==> config.mk <==
export PLATFORM = sky130hd
export DESIGN_NAME = imm_ext_pipe
export DESIGN_NICKNAME = d
export VERILOG_FILES = /design/src/rtl/alicepu_iext_pkg.sv /design/src/rtl/imm_ext_core.sv /design/src/rtl/imm_ext_pipe.sv
export SDC_FILE = /design/constraint.sdc
export NUM_CORES = 1
export LEC_CHECK = 0
export BUFFER_PORTS_ARGS = -buffer_cell sky130_fd_sc_hd__buf_2
export CORE_MARGIN = 10
export CORE_UTILIZATION = 59
export DETAILED_ROUTE_END_ITERATION = 6
export HOLD_SLACK_MARGIN = 0.1
export PLACE_DENSITY = 0.85
export SKIP_LAST_GASP = 1
export SYNTH_ARGS = -nofsm -noshare
export SYNTH_HDL_FRONTEND = slang
export SYNTH_HIERARCHICAL = 1
export SYNTH_SLANG_ARGS = --single-unit
==> constraint.sdc <==
create_clock -name clk -period 3.22 [get_ports clk]
set_input_delay 0.322 -clock clk [delete_from_list [all_inputs] [get_ports clk]]
set_output_delay 0.322 -clock clk [all_outputs]
set_load 0.03 [all_outputs]
==> src/rtl/alicepu_iext_pkg.sv <==
// Shared opcode encoding for the immediate-extension stage.
package alicepu_iext_pkg;

  localparam int IEXT_OP_LEN = 3;

  typedef enum logic [IEXT_OP_LEN-1:0] {
    IEXT_ZERO_EXT   = 3'd0,
    IEXT_SIGNED_EXT = 3'd1,
    IEXT_SHIFTL     = 3'd2,
    IEXT_BR_OFS     = 3'd3,
    IEXT_HI_LOAD    = 3'd4,
    IEXT_LO_MERGE   = 3'd5,
    IEXT_RSV6       = 3'd6,
    IEXT_RSV7       = 3'd7
  } iext_op_e;

endpackage

==> src/rtl/imm_ext_core.sv <==
// Combinational immediate extender: one result per opcode, plus the HI half
// bookkeeping flag consumed by the surrounding pipeline stage.
module imm_ext_core
  import alicepu_iext_pkg::*;
#(
  parameter int IMM_W  = 16,
  parameter int DATA_W = 32,
  parameter int OP_LEN = IEXT_OP_LEN
) (
  input  logic [IMM_W-1:0]  imm_i,
  input  logic [OP_LEN-1:0] op_i,
  input  logic [IMM_W-1:0]  hi_reg_i,
  input  logic              hi_valid_i,
  output logic [DATA_W-1:0] data_o,
  output logic              err_o,
  output logic              is_hi_load_o
);

  logic [DATA_W-1:0] zext;
  logic [DATA_W-1:0] sext;
  logic [DATA_W-1:0] merged;

  assign zext   = DATA_W'(imm_i);
  assign sext   = {{(DATA_W-IMM_W){imm_i[IMM_W-1]}}, imm_i};
  assign merged = DATA_W'({hi_reg_i, imm_i});

  always_comb begin
    data_o       = '0;
    err_o        = 1'b0;
    is_hi_load_o = 1'b0;
    case (op_i)
      IEXT_ZERO_EXT:   data_o = zext;
      IEXT_SIGNED_EXT: data_o = sext;
      IEXT_SHIFTL:     data_o = zext << IMM_W;
      IEXT_BR_OFS:     data_o = sext << 2;
      IEXT_HI_LOAD:    is_hi_load_o = 1'b1;
      IEXT_LO_MERGE: begin
        // An orphan LO half still forwards its bits, flagged as an error.
        data_o = hi_valid_i ? merged : zext;
        err_o  = !hi_valid_i;
      end
      default:         err_o = 1'b1;
    endcase
  end

endmodule

==> src/rtl/imm_ext_pipe.sv <==
// Registered immediate-extension stage with valid/ready on both sides and a
// two-instruction HI/LO constant merge.
module imm_ext_pipe
  import alicepu_iext_pkg::*;
#(
  parameter int IMM_W  = 16,
  parameter int DATA_W = 32,
  parameter int OP_LEN = IEXT_OP_LEN
) (
  input  logic              clk,
  input  logic              rst,
  input  logic              flush,
  input  logic              in_valid,
  output logic              in_ready,
  input  logic [IMM_W-1:0]  in_imm,
  input  logic [OP_LEN-1:0] in_op,
  output logic              out_valid,
  input  logic              out_ready,
  output logic [DATA_W-1:0] out_data,
  output logic              out_err
);

  if (DATA_W < 2*IMM_W) begin : g_bad_width
    $error("imm_ext_pipe: DATA_W must be at least 2*IMM_W");
  end
  if (OP_LEN != IEXT_OP_LEN) begin : g_bad_oplen
    $error("imm_ext_pipe: OP_LEN must equal IEXT_OP_LEN");
  end

  logic              out_valid_q, out_valid_d;
  logic [DATA_W-1:0] out_data_q,  out_data_d;
  logic              out_err_q,   out_err_d;
  logic [IMM_W-1:0]  hi_reg_q,    hi_reg_d;
  logic              hi_valid_q,  hi_valid_d;

  logic [DATA_W-1:0] core_data;
  logic              core_err;
  logic              core_hi_load;
  logic              accept;

  imm_ext_core #(
    .IMM_W  (IMM_W),
    .DATA_W (DATA_W),
    .OP_LEN (OP_LEN)
  ) u_core (
    .imm_i        (in_imm),
    .op_i         (in_op),
    .hi_reg_i     (hi_reg_q),
    .hi_valid_i   (hi_valid_q),
    .data_o       (core_data),
    .err_o        (core_err),
    .is_hi_load_o (core_hi_load)
  );

  // Ready looks through a draining result so a full stage still streams.
  assign in_ready = !rst && !flush && (!out_valid_q || out_ready);
  assign accept   = in_valid && in_ready;

  always_comb begin
    out_valid_d = out_valid_q;
    out_data_d  = out_data_q;
    out_err_d   = out_err_q;
    hi_reg_d    = hi_reg_q;
    hi_valid_d  = hi_valid_q;
    if (flush) begin
      out_valid_d = 1'b0;
      hi_valid_d  = 1'b0;
    end else if (accept) begin
      if (core_hi_load) begin
        // Acceptance implies any old result drained, so nothing is left held.
        hi_reg_d    = in_imm;
        hi_valid_d  = 1'b1;
        out_valid_d = 1'b0;
      end else begin
        out_valid_d = 1'b1;
        out_data_d  = core_data;
        out_err_d   = core_err;
        if (in_op == IEXT_LO_MERGE) hi_valid_d = 1'b0;
      end
    end else if (out_ready) begin
      out_valid_d = 1'b0;
    end
  end

  always_ff @(posedge clk) begin
    if (rst) begin
      out_valid_q <= 1'b0;
      out_data_q  <= '0;
      out_err_q   <= 1'b0;
      hi_reg_q    <= '0;
      hi_valid_q  <= 1'b0;
    end else begin
      out_valid_q <= out_valid_d;
      out_data_q  <= out_data_d;
      out_err_q   <= out_err_d;
      hi_reg_q    <= hi_reg_d;
      hi_valid_q  <= hi_valid_d;
    end
  end

  assign out_valid = out_valid_q;
  assign out_data  = out_data_q;
  assign out_err   = out_err_q;

endmodule

# Word-level counts from Yosys, hierarchy flattened
# Cells that the tools add are included.
[classes]
eq_ne = 5
muxes = 9
n_bitwise = 2
n_reduce_logical = 16
[op_table]
columns = ["operator", "count"]
rows = [
  ["case mux 32 bit (5 select lines)", 1],
  ["two-way mux 32 bit", 1],
  ["equality test 3 x 2 -> 1 bit, second input constant", 2],
  ["equality test 3 bit, second input constant", 2],
  ["two-way mux 1 bit", 6],
  ["AND reduction 3 bit", 2],
  ["OR reduction 5 bit", 1],
  ["zero test 1 bit", 4],
  ["nonzero test 2 bit", 2],
  ["equality test 3 x 1 -> 1 bit, second input constant", 1],
  ["logical AND 1 bit", 3],
  ["zero test 3 bit", 1],
  ["NOT 1 bit", 2],
  ["case mux 1 bit (2 select lines)", 1],
  ["AND reduction 2 bit", 1],
  ["OR reduction 2 bit", 1],
  ["logical OR 1 bit", 1],
]
[totals]
reg_bits = 51
inputBits = 24
out_inout_bits = 35
wordCells = 37

# Depth between registers and ports, before layout
# Gate-level depths: netlist of the first run.
[depth]
word_depth = 5
depth_mapped = 7
mapped_depth_nobuf = 4

# Modules after synthesis
# Netlist of the first run, hierarchy kept.
[by_module_without_submodules]
columns = ["module", "n_inst", "cells_each", "area_each_um2", "seq_area_each_um2"]
rows = [
  ["imm_ext_pipe", 1, 170, 2198.4, 1021.0],
  ["imm_ext_core", 1, 103, 630.6, 0.0],
]

# Least setup slack after synthesis of the first run
# OpenSTA, ideal clock, no wires.
[synth_path]
path_type = "input -> register"
start = "input in_op[2]"
end = "register out_data_q[0] (netlist: out_data[0])"
arrival_ns = 1.690
path_slack_ns = 1.409
stages = 5
path_buffers = 2
path_cell_list = "clkbuf_1 -> nor3b_1 -> nand4b_4 -> buf_6 -> mux2_4"
[synth_via]
elab_chain_cells = 4
elab_cells_between_ends = 10
cone_classes = "5 x eq/ne; 2 x mux; 1 x bitwise; 2 x reduce/logical"
[synth_lines]
columns = ["item", "line", "rtl"]
rows = [
  ["start: declaration", "imm_ext_pipe.sv:16", "input logic [OP_LEN-1:0] in_op,"],
  ["equality test 3 bit", "imm_ext_core.sv:31", "case (op_i)"],
  ["two-way mux 1 bit", "imm_ext_core.sv:31", ""],
  ["named net core_hi_load", "imm_ext_pipe.sv:38", "logic core_hi_load;"],
  ["NOT 1 bit (no line)", "--", ""],
  ["AND reduction 3 bit (no line)", "--", ""],
  ["end signal: assignment", "imm_ext_pipe.sv:94", "out_data_q <= out_data_d;"],
  ["end: declaration", "imm_ext_pipe.sv:31", "logic [DATA_W-1:0] out_data_q, out_data_d;"],
]
# The timed path passes the listed nets, and every way through them passes these cells.
# A chain may end at the register's enable or synchronous reset.

# Final worst setup path of the first run
[layout_path]
start = "input in_op[2]"
end = "register out_data_q[22] (netlist: out_data[22])"
# The elaborated chain is that of the path after synthesis.

==> flow_metrics.env, run 1 <==
export IMPL_status="finished clean"
export IMPL_fin_skew_ns=0.00560
export IMPL_worstHoldEndpoint="hi_reg_q[1]$_SDFFE_PP0P_"
export IMPL_clock_latency_ns=0.30
export IMPL_coreArea_mm2=0.00469
export IMPL_r2r_start="out_valid$_SDFFE_PP0P_"
export IMPL_ys_async_sr_fraction_pct=0
export IMPL_slew_violations=0
export IMPL_crit_path_end_kind="flip-flop"
export IMPL_diodes=0
export IMPL_cts_root_buf="clkbuf_8"
export IMPL_maxCapViolCount=0
export IMPL_htree_levels=2
export IMPL_io_buffer_count=58
export IMPL_ys_types=33
export IMPL_p_per_area_mw_per_mm2=394
export IMPL_worstMarginPinSlew_ns=0.949
export IMPL_synth_top_cell_by_area="dfxtp_1"
export IMPL_syn_inst=273
export IMPL_drive_above_1_share_pct=38.2
export IMPL_synth_top_cell_area_share_pct=36.1
export IMPL_synth_main_ff_cell="dfxtp_1"
export IMPL_cts_tree="done"
export IMPL_crit_slowest_cell="nor3b_1"
export IMPL_p_leak_nw=1.51
export IMPL_hp_start="in_imm[1]"
export IMPL_cts_resized=0
export IMPL_area_growth_pct=11.7
export IMPL_rsz0062_at_grt="no"
export IMPL_grt_ovfl_total=0
export IMPL_wl_um=6120
export IMPL_hold_violations=0
export IMPL_cp_num_cells=5
export IMPL_grt_usage_pct=15.9
export IMPL_worst_ir_drop_vdd_uv=236
export IMPL_drtIter0Drc=202
export IMPL_routedWlPerCell_um=16.4
export IMPL_synthesis_area_mm2=0.00283
export IMPL_reg2regPathDepth=4
export IMPL_grt_pass1_vias=2048
export IMPL_vias_per_cell=5.50
export IMPL_cp_top_family="simple AND/OR/NAND/NOR gates"
export IMPL_ctsHoldBuffers=0
export IMPL_nets=342
export IMPL_synthTopCellsByArea="dfxtp_1 36%, mux2_4 21%, nor2b_1 14%"
export IMPL_finalSetupTns_ns=0
export IMPL_worstPathRequired_ns=3.42
export IMPL_antenna_left=0
export IMPL_synth_edf_count=0
export IMPL_cp_buffers_inverters=2
export IMPL_clkTransAtPathRegs_ns=0.09
export IMPL_antenna_found_initial=0
export IMPL_finalCritPeriodShare_pct=64.7
export IMPL_slowest_delay_ns=0.51
export IMPL_min_path_cells=2
export IMPL_grt_max_degree=52
export IMPL_crit_type="in2reg"
export IMPL_fmax_mhz=480
export IMPL_row_count=25
export IMPL_worstPathMaxFanout=23
export IMPL_drc=0
export IMPL_place_congestion=0.861
export IMPL_hpwl_um=4360
export IMPL_layout_common_cells="64 x nor2b_1, 58 x buf_2, 51 x dfxtp_1"
export IMPL_clockBufferDepth=2
export IMPL_yosys_warnings=6
export IMPL_cts_sinks=51
export IMPL_vias=2052
export IMPL_holdCritPathClass="in2reg"
export IMPL_synthesis_nets=297
export IMPL_dieHeight_um=89.2
export IMPL_grt_pass1_wl_um=10100
export IMPL_mostFrequentLayoutCell="nor2b_1"
export IMPL_synth_seq_cells=51
export IMPL_worstPathCellList="buf_2, nor3b_1, nand4b_4, buf_4, mux2_4"
export IMPL_post_cts_buffers=0
export IMPL_setup_viol=0
export IMPL_post_route_min_period_ns=2.08
export IMPL_syn_avg_cell_area_um2=10.4
export IMPL_dieArea_mm2=0.00796
export IMPL_cp_start_kind="input port"
export IMPL_postLayoutCoreUtil_pct=67.3
export IMPL_rrSetupSlack_ns=1.56
export IMPL_slew_headroom_pct=36.5
export IMPL_r2r_end="out_data[22]$_SDFFE_PP0P_"
export IMPL_worst_ep_arrival_time_ns=2.28
export IMPL_cts_buffers=5
export IMPL_io_pins=59
export IMPL_dr_pass1_iters=4
export IMPL_die_x_um=89.2
export IMPL_start_util_pct=60.3
export IMPL_ys_seq_area_share_pct=36.1
## synthesized netlist by cell type, types with 3 or more instances
cell type / number
a21oi_1: 16
nor2_1: 3
a221o_1: 14
o21ai_0: 15
mux2_4: 39
buf_6: 7
mux2_2: 10
and2_1: 3
nand2_1: 15
clkbuf_1: 12
nor2b_1: 64
dfxtp_1: 51
## routing by layer
layer	routed length (um)	part of all wire, %	global-route usage, %	vias to the layer above
li1	-	-	-	1041
met1	2740	45	20.8	946
met2	2800	46	23.7	56
met3	490	8.0	6.02	9
met4	87	1.4	4.62	0
met5	0	0	0	-
## registers in the layout (all words and copies together) (netlist names)
register    flops
out_data       32
hi_reg_q       16
hi_valid_q      1
out_err         1
out_valid       1
## worst register-to-register path, cell delays in order, from the launching register on
cell and delay (ns):
dfxtp_1 0.32, nand2b_1 0.19, nand4b_4 0.33, buf_4 0.37, mux2_4 0.34
## final cells by class
class,instances,area (um2)
Tap cell,54,67.6
Multi-Input combinational cell,198,1660
Sequential cell,51,1020
Timing Repair Buffer,59,298
Clock inverter,2,16.3
Fill cell,370,1530
Inverter,3,11.3
Clock buffer,6,82.6
## how the worst max path moves through the flow
stage	startpoint	to	slack (ns)
2_1_floorplan	in_op[2]	out_data[0]$_SDFFE_PP0P_	1.41
6_report	in_op[2]	out_data[22]$_SDFFE_PP0P_	1.14
3_5_place_dp	in_op[2]	out_data[28]$_SDFFE_PP0P_	0.83
5_1_grt	in_op[2]	out_data[24]$_SDFFE_PP0P_	0.99
4_1_cts	in_op[2]	out_data[28]$_SDFFE_PP0P_	1.12
3_3_place_gp	in_op[2]	out_data[20]$_SDFFE_PP0P_	0.91
## power by group
part	internal [mW]	switching, mW	total, mW
Clock	0.176	0.213	0.389
Combinational	0.0811	0.120	0.201
Sequential	0.647	0.00698	0.654
## logic make-up (layout without fill, tap and decap cells)
kind of cell | Yosys count | count (layout) | share of synthesized area, %
compound gates | 51 | 51 | 12.0
buf+inv | 24 | 70 | 5.13
mux | 49 | 49 | 24.7
simple gates | 98 | 98 | 22.1
flops | 51 | 51 | 36.1
## metrics by stage
step	worst slack [ns]	total power [mW]	std cells	instance area, um2	hold slack (ns)
3_3_place_gp	0.911	0.865	365	3060	0.511
5_1_grt	0.990	1.30	373	3160	0.297
2_1_floorplan	1.41	0.811	273	2830	0.465
3_5_place_dp	0.833	0.869	365	3060	0.521
4_1_cts	1.12	1.25	373	3160	0.294
6_report	1.14	1.24	373	3160	0.296
(Power assumes the default switching activity.)
==> run 2, diff against run 1 <==
--- a/config.mk
+++ b/config.mk
@@ -7,10 +7,10 @@
 export LEC_CHECK = 0
 export BUFFER_PORTS_ARGS = -buffer_cell sky130_fd_sc_hd__buf_2
 export CORE_MARGIN = 10
-export CORE_UTILIZATION = 59
+export CORE_UTILIZATION = 55
 export DETAILED_ROUTE_END_ITERATION = 6
 export HOLD_SLACK_MARGIN = 0.1
-export PLACE_DENSITY = 0.85
+export PLACE_DENSITY = 0.8
 export SKIP_LAST_GASP = 1
 export SYNTH_ARGS = -nofsm -noshare
 export SYNTH_HDL_FRONTEND = slang
==> constraint.sdc (replaced) <==
create_clock -name clk -period 2.04 [get_ports clk]
set_input_delay 0.204 -clock clk [delete_from_list [all_inputs] [get_ports clk]]
set_output_delay 0.204 -clock clk [all_outputs]
set_load 0.03 [all_outputs]
==> run 2 against run 1 <==
Compared with the run above: clock-buffer cell count is the same; power grew 59%; utilization shrank 3.4 points; combinational power grew 61%; non-clock buffer count grew 4; sequential share of layout area shrank 0.63 points; design area grew 2.0%; worst hold slack lost 0.11 ns; first-iteration DRC count shrank 32%; sequential cell count is the same; global-route usage shrank 1.9 points; critical path type is now reg2reg.
==> flow_metrics.env, run 2 (synthesis gave the netlist of run 1 again) <==
export IMPL_grt_ovfl_total=0
export IMPL_grt_max_degree=51
export IMPL_status="finished clean"
export IMPL_antenna_left=0
export IMPL_dr_pass1_iters=4
export IMPL_worstPathRequired_ns=2.23
export IMPL_p_per_area_mw_per_mm2=612
export IMPL_post_route_min_period_ns=1.59
export IMPL_met3_usage_pct=3.75
export IMPL_start_util_pct=56.1
export IMPL_wl_um=6010
export IMPL_setup_viol=0
export IMPL_fmax_mhz=627
export IMPL_drive_above_1_share_pct=39.0
export IMPL_rsz0062_at_grt="no"
export IMPL_p_leak_nw=1.53
export IMPL_mostFrequentLayoutCell="nor2b_1"
export IMPL_coreArea_mm2=0.00504
export IMPL_finalCritPeriodShare_pct=78.1
export IMPL_die_x_um=91.7
export IMPL_worstPathMaxFanout=20
export IMPL_grt_usage_pct=14.0
export IMPL_cp_start_kind="flip-flop"
export IMPL_met1_usage_pct=19.5
export IMPL_worstMarginPinSlew_ns=0.922
export IMPL_top_usage_layer="met2"
export IMPL_clkTransAtPathRegs_ns=0.10
export IMPL_io_buffer_count=58
export IMPL_routedWlPerCell_um=15.3
export IMPL_clockBufferDepth=2
export IMPL_place_congestion=0.837
export IMPL_fin_skew_ns=0.00433
export IMPL_antenna_found_initial=0
export IMPL_nets=346
export IMPL_drtIter0Drc=137
export IMPL_clock_latency_ns=0.30
export IMPL_row_count=26
export IMPL_post_cts_buffers=0
export IMPL_htree_levels=2
export IMPL_worst_ep_arrival_time_ns=1.79
export IMPL_crit_type="reg2reg"
export IMPL_io_pins=59
export IMPL_dieArea_mm2=0.00841
export IMPL_largest_register_ffs=32
export IMPL_fillers=435
export IMPL_layout_common_cells="64 x nor2b_1, 58 x buf_2, 51 x dfxtp_1"
export IMPL_finalSetupTns_ns=0
export IMPL_cts_root_buf="clkbuf_8"
export IMPL_hpwl_um=4310
export IMPL_holdCritPathClass="in2reg"
export IMPL_grt_pass1_wl_um=10000
export IMPL_vias=2030
export IMPL_cts_resized=0
export IMPL_maxCapViolCount=0
export IMPL_postLayoutCoreUtil_pct=63.9
export IMPL_diodes=0
export IMPL_cts_buffers=5
export IMPL_rrSetupSlack_ns=0.45
export IMPL_dieHeight_um=91.7
export IMPL_drc=0
export IMPL_area_growth_pct=13.9
export IMPL_met2_usage_pct=20.9
export IMPL_slew_violations=0
export IMPL_hold_violations=0
export IMPL_cts_sinks=51
export IMPL_vias_per_cell=5.17
export IMPL_grt_pass1_vias=2010
export IMPL_cts_tree="done"
export IMPL_ctsHoldBuffers=0
export IMPL_crit_path_end_kind="flip-flop"
export IMPL_slew_headroom_pct=38.3
export IMPL_worst_ir_drop_vdd_uv=430
run 2: cell types whose count changed in the layout (fill, tap and decap cells not counted):
cell    change
buf_12      +1
buf_4       +3
run 2: layer usage:
metal | vias up | part of all wire, % | wire length (um)
met3 | 6 | 5.2 | 312
met4 | 0 | 1.0 | 63
met2 | 46 | 44 | 2650
met5 | - | 0 | 0
li1 | 1045 | - | -
met1 | 933 | 50 | 2990
run 2: final cells by class:
class | instances | area, um2 | area share (%)
inverter | 3 | 11.3 | 0.350
tap | 70 | 87.6 | 2.72
clock inverter | 2 | 16.3 | 0.505
sequential | 51 | 1020 | 31.7
multi-input combinational | 198 | 1660 | 51.6
clock buffer | 6 | 82.6 | 2.56
timing repair buffer | 63 | 340 | 10.6
run 2: metrics by stage:
| step | hold slack, ns | instances | instance area, um2 | power, mW | worst slack (ns) |
|---|---|---|---|---|---|
| floorplan | 0.347 | 273 | 2830 | 1.28 | 0.347 |
| global placement | 0.494 | 385 | 3120 | 1.38 | 0.358 |
| CTS | 0.185 | 393 | 3220 | 1.98 | 0.439 |
| finish | 0.188 | 393 | 3220 | 1.97 | 0.446 |
| global route | 0.198 | 393 | 3220 | 2.04 | 0.352 |
| detailed placement | 0.501 | 385 | 3120 | 1.38 | 0.341 |
run 2: critical path, cell delays in order, from the launching register on:
cell and delay, ns:
dfxtp_1 0.33, nand2b_1 0.21, nand4b_4 0.35, buf_12 0.30, mux2_4 0.30
run 2: worst paths after layout:
path,cells after the start,end,startpoint
setup / recovery,4,out_data[31]$_SDFFE_PP0P_,out_valid$_SDFFE_PP0P_
hold / removal,2,hi_reg_q[1]$_SDFFE_PP0P_,in_imm[1]
setup reg to reg,4,out_data[31]$_SDFFE_PP0P_,out_valid$_SDFFE_PP0P_
hold reg to reg,2,hi_valid_q$_SDFFE_PP0P_,hi_valid_q$_SDFFE_PP0P_
run 2: report_power, final:
| group | switching (mW) | internal [mW] | total [mW] |
|---|---|---|---|
| clock | 0.339 | 0.278 | 0.617 |
| combinational | 0.189 | 0.135 | 0.324 |
| sequential | 0.0107 | 1.02 | 1.03 |
